### src/rtl/counting_sched.sv
// Round-robin time-multiplexed 01,10+,11 sequence detector shared across NCH symbol streams.
// Optional per-channel hit counters are built when COUNTING_SCHED_STAT_EN is defined.
module counting_sched #(
    parameter int NCH = 4,
    parameter int IDW = 2
) (
    input  logic             clk,
    input  logic             reset,
    input  logic [NCH-1:0]   req,
    input  logic [2*NCH-1:0] num_bus,
    input  logic [NCH-1:0]   clr,
    output logic [NCH-1:0]   gnt,
    output logic             hit,
    output logic [IDW-1:0]   hit_ch,
    output logic [NCH-1:0]   ans,
    output logic [8*NCH-1:0] hit_cnt
);

    typedef enum logic [1:0] {
        S0 = 2'd0,
        S1 = 2'd1,
        S2 = 2'd2,
        S3 = 2'd3
    } ctx_t;

    ctx_t           r_ctx     [NCH];
    ctx_t           w_ctxNext [NCH];
    ctx_t           w_cur;
    ctx_t           w_nxt;
    logic [IDW-1:0] r_ptr;
    logic [NCH-1:0] w_elig;
    logic           w_gntValid;
    int             w_gntNum;
    logic [1:0]     w_sym;
    logic           w_hitNext;

    assign w_elig = req & ~clr;

    // First eligible channel at or after the pointer, wrapping modulo NCH.
    always_comb begin
        gnt        = '0;
        w_gntValid = 1'b0;
        w_gntNum   = 0;
        for (int k = 0; k < NCH; k++) begin
            if (!w_gntValid && w_elig[(int'(r_ptr) + k) % NCH]) begin
                w_gntValid = 1'b1;
                w_gntNum   = (int'(r_ptr) + k) % NCH;
            end
        end
        if (w_gntValid) begin
            gnt[w_gntNum] = 1'b1;
        end
    end

    always_comb begin
        w_sym = num_bus[2*w_gntNum +: 2];
        w_cur = r_ctx[w_gntNum];
        w_nxt = S0;
        unique case (w_cur)
            S0: w_nxt = (w_sym == 2'b01) ? S1 : S0;
            S1: begin
                if (w_sym == 2'b01)      w_nxt = S1;
                else if (w_sym == 2'b10) w_nxt = S2;
                else                     w_nxt = S0;
            end
            S2: begin
                if (w_sym == 2'b01)      w_nxt = S1;
                else if (w_sym == 2'b10) w_nxt = S2;
                else if (w_sym == 2'b11) w_nxt = S3;
                else                     w_nxt = S0;
            end
            S3: begin
                if (w_sym == 2'b01)      w_nxt = S1;
                else if (w_sym == 2'b11) w_nxt = S3;
                else                     w_nxt = S0;
            end
            default: w_nxt = S0;
        endcase
        w_hitNext = w_gntValid && (w_nxt == S3);
    end

    // clr is applied last so it overrides the granted update.
    always_comb begin
        for (int i = 0; i < NCH; i++) begin
            w_ctxNext[i] = r_ctx[i];
            if (w_gntValid && (w_gntNum == i)) begin
                w_ctxNext[i] = w_nxt;
            end
            if (clr[i]) begin
                w_ctxNext[i] = S0;
            end
        end
    end

    always_ff @(posedge clk) begin
        if (reset) begin
            for (int i = 0; i < NCH; i++) begin
                r_ctx[i] <= S0;
            end
            r_ptr  <= '0;
            hit    <= 1'b0;
            hit_ch <= '0;
        end else begin
            for (int i = 0; i < NCH; i++) begin
                r_ctx[i] <= w_ctxNext[i];
            end
            hit <= w_hitNext;
            if (w_hitNext) begin
                hit_ch <= IDW'(w_gntNum);
            end
            if (w_gntValid) begin
                r_ptr <= (w_gntNum == NCH - 1) ? '0 : IDW'(w_gntNum + 1);
            end
        end
    end

    always_comb begin
        for (int i = 0; i < NCH; i++) begin
            ans[i] = (r_ctx[i] == S3);
        end
    end

`ifdef COUNTING_SCHED_STAT_EN
    logic [7:0] r_cnt [NCH];

    // Saturating per-channel hit counters; clr wins over a same-edge increment.
    always_ff @(posedge clk) begin
        if (reset) begin
            for (int i = 0; i < NCH; i++) begin
                r_cnt[i] <= '0;
            end
        end else begin
            for (int i = 0; i < NCH; i++) begin
                if (clr[i]) begin
                    r_cnt[i] <= '0;
                end else if (w_hitNext && (w_gntNum == i) && (r_cnt[i] != 8'hFF)) begin
                    r_cnt[i] <= r_cnt[i] + 8'd1;
                end
            end
        end
    end

    always_comb begin
        for (int i = 0; i < NCH; i++) begin
            hit_cnt[8*i +: 8] = r_cnt[i];
        end
    end
`else
    assign hit_cnt = '0;
`endif

endmodule

### config.mk
export PLATFORM = sky130hd
export DESIGN_NAME = counting_sched
export DESIGN_NICKNAME = d
export VERILOG_FILES = /design/src/rtl/counting_sched.sv
export SDC_FILE = /design/constraint.sdc
export NUM_CORES = 1
export LEC_CHECK = 0
export ABC_CLOCK_PERIOD_IN_PS = 2350
export BUFFER_PORTS_ARGS = -buffer_cell sky130_fd_sc_hd__buf_2
export CORE_AREA = 2 2 55 57
export CTS_BUF_LIST = sky130_fd_sc_hd__clkbuf_4
export CTS_CLUSTER_SIZE = 30
export DETAILED_ROUTE_END_ITERATION = 7
export DIE_AREA = 0 0 57 59
export PLACE_DENSITY = 0.77
export RECOVER_POWER = 50
export SKIP_CTS_REPAIR_TIMING = 1
export SYNTH_ARGS = -nofsm -noshare
export SYNTH_HDL_FRONTEND = slang
export SYNTH_SLANG_ARGS = --single-unit
### constraint.sdc
create_clock -name clk -period 2.35 [get_ports clk]
set_clock_uncertainty 0.15 [all_clocks]
set_input_delay 0.235 -clock clk [delete_from_list [all_inputs] [get_ports clk]]
set_output_delay 0.235 -clock clk [all_outputs]
set_load 0.1 [all_outputs]
==> flow_summary.yaml <==
route:
  avgRoutedWirePerCell_um: 13.1
  via_per_inst: 5.10
  dr.pass1.iters: 4
  ant_nets: 0
  drc: 0
  num_vias: 1183
  routed_wl_um: 3040
  first_iter_violations: 31
flow_run:
  maxCapViolCount: 0
finish:
  antenna_cells: 0
  most-common-layout-cells: "conb_1 (32), buf_2 (24), buf_4 (16)"
  drive_gt1_share_pct: 38.3
  finalInstanceArea_um2: 1620
  fillers: 235
  syn_to_final_growth_pct: 29.3
  fin_nets: 224
  seqCellArea_um2: 264
  multi_input_area_um2: 895
  final_common_cell: "conb_1"
  finalNonFillerCells: 232
hold_path:
  hp-class: "input pin to register"
critical_path:
  critPathMaxFanout: 7
  crit_path_start_kind: "register"
  crit_arrival_ns: 2.08
  cp.required_ns: 1.97
  crit_type: "register to output pin"
  crit_path_end_kind: "output pin"
logic_synthesis:
  ys_async_sr_fraction_pct: 0
  synthCells: 158
  ys_ff_latch: 13
  synth_area_um2: 1250
  synth_area_leader_cell: "dfxtp_1"
  ys_seq_area_share_pct: 20.8
  synth_top_flop_cell: "dfxtp_1"
  synth_top_area_share_pct: 20.8
  synth_warnings: 0
  synth_cell_type_count: 41
  post_synth.cell_area_avg_um2: 7.92
  synth_edf_count: 0
  synthTopCellsByArea: "dfxtp_1 (21%), buf_4 (19%), ha_1 (4.0%)"
place:
  io_buffers: 28
  gp_congestion: 0.896
  pre_cts_ws_ns: -0.0260
  hpwlAfterDp_um: 2180
  dpl.cell_count: 219
  place_area_um2: 1420
die:
  core_region_area_um2: 2710
  fp.dieArea_um2: 3360
  ios: 61
  initial_utilization_pct: 46.2
  die_y_um: 59
  dieWidth_um: 57
  rows: 19
global_routing:
  grt.total_usage_pct: 16.0
  grt_pass1_wl_um: 4270
  antenna_found_initial: 0
  grt_overflow: 0
  grt_max_degree: 11
  grt_pass1_vias: 980
power:
  power_w: 0.000968
  vdd_drop_max_mv: 0.354
  p_per_area_nw_per_um2: 598
  p_leak_nw: 0.719
clocking:
  clock_path_buffers: 2
  cts_made_buffers: 3
  cts_tree: "done"
  path_clk_slew_ns: 0.08
  clock_sinks: 13
  h-tree-depth: 1
  clock-root-buffer: "clkbuf_4"
  clk_latency_ns: 0.28
sta:
  fin_crit_sh_pct: 105
  rsz0062_at_grt: "true"
  final.min_clock_period_ns: 2.46
  slew_violations: 0
  setup_viol: 4
  maxSlewHeadroom_pct: 67.0
  fin_ws_ns: -0.110
  worst_pin_slew_ns: 0.481
  finalHoldViolCount: 0
  fmax_mhz: 406
  hold-worst-slack_ns: 0.0877
status:
  violations: "setup timing"
  status: "finished with violations"
final cells by class:
type	instances	share of cell area (%)
Tap cell	31	2.40
Inverter	10	3.71
Sequential cell	13	16.3
Timing Repair Buffer	45	20.4
Clock buffer	4	1.86
Multi-Input combinational cell	129	55.3
synth_stat cells, drive strengths merged, types with 4 or more instances:
cell type,n
a21oi,4
and2,6
buf,36
dfxtp,13
ha,4
inv,10
nand2,10
nand2b,6
nand3,10
nand4,5
nor2,8
nor2b,7
o21ai,8
o311ai,4
xnor2,4
path summary, 6_finish.rpt:
path	startpoint	endpoint	slack [ns]	cells past startpoint
worst min register to register	hit_ch[0]	hit_ch[0]	0.33	2
worst min-delay path	reset	r_ptr[1]	0.09	2
worst max-delay path	r_ptr[1]	gnt[3]	-0.11	8
worst max register to register	r_ptr[1]	r_ctx[3][0]	0.06	10
critical path: stages (launching register included):
cell and delay (ns):
dfxtp_4 0.38, and3_4 0.16, or4b_4 0.54, buf_8 0.16
inv_8 0.06, ha_4 0.13, nand2_4 0.06, clkinvlp_4 0.12
buf_12 0.17
stage by stage:
step	utilization (%)	setup TNS, ns
finish	59.7	-0.379
global route	59.7	-0.895
CTS	53.6	-0.918
detailed placement	52.5	-0.0454
global placement	52.5	0
floorplan	-	-0.752
power breakdown:
part           leakage, nW  switching [W]  internal [W]  total (W)
clock               0.0184      0.0000802     0.0000774   0.000158
combinational        0.595       0.000421      0.000147   0.000568
sequential           0.106      0.0000129      0.000229   0.000242
total                0.719       0.000514      0.000453   0.000968
routing by layer:
layer | track usage, % | vias to the layer above | wire, µm
li1 | - | 572 | -
met1 | 19.2 | 550 | 1210
met2 | 27.8 | 53 | 1580
met3 | 2.62 | 8 | 185
met4 | 7.97 | 0 | 57
met5 | 0 | - | 0
cells by family after synthesis:
group           Yosys count  share of synthesized area [%]
other cells               1                          0.300
compound gates           26                           16.2
xor+xnor                  4                           2.80
fa+ha+maj                 4                           4.00
mux                       3                           2.80
flops                    13                           20.8
simple gates             60                           28.1
buf+inv                  47                           25.0
sequential cells by signal (all words and copies together) (netlist names):
register and cells:
hit_ch 2, r_ptr 2, r_ctx 8, hit 1
(Power assumes the default switching activity.)
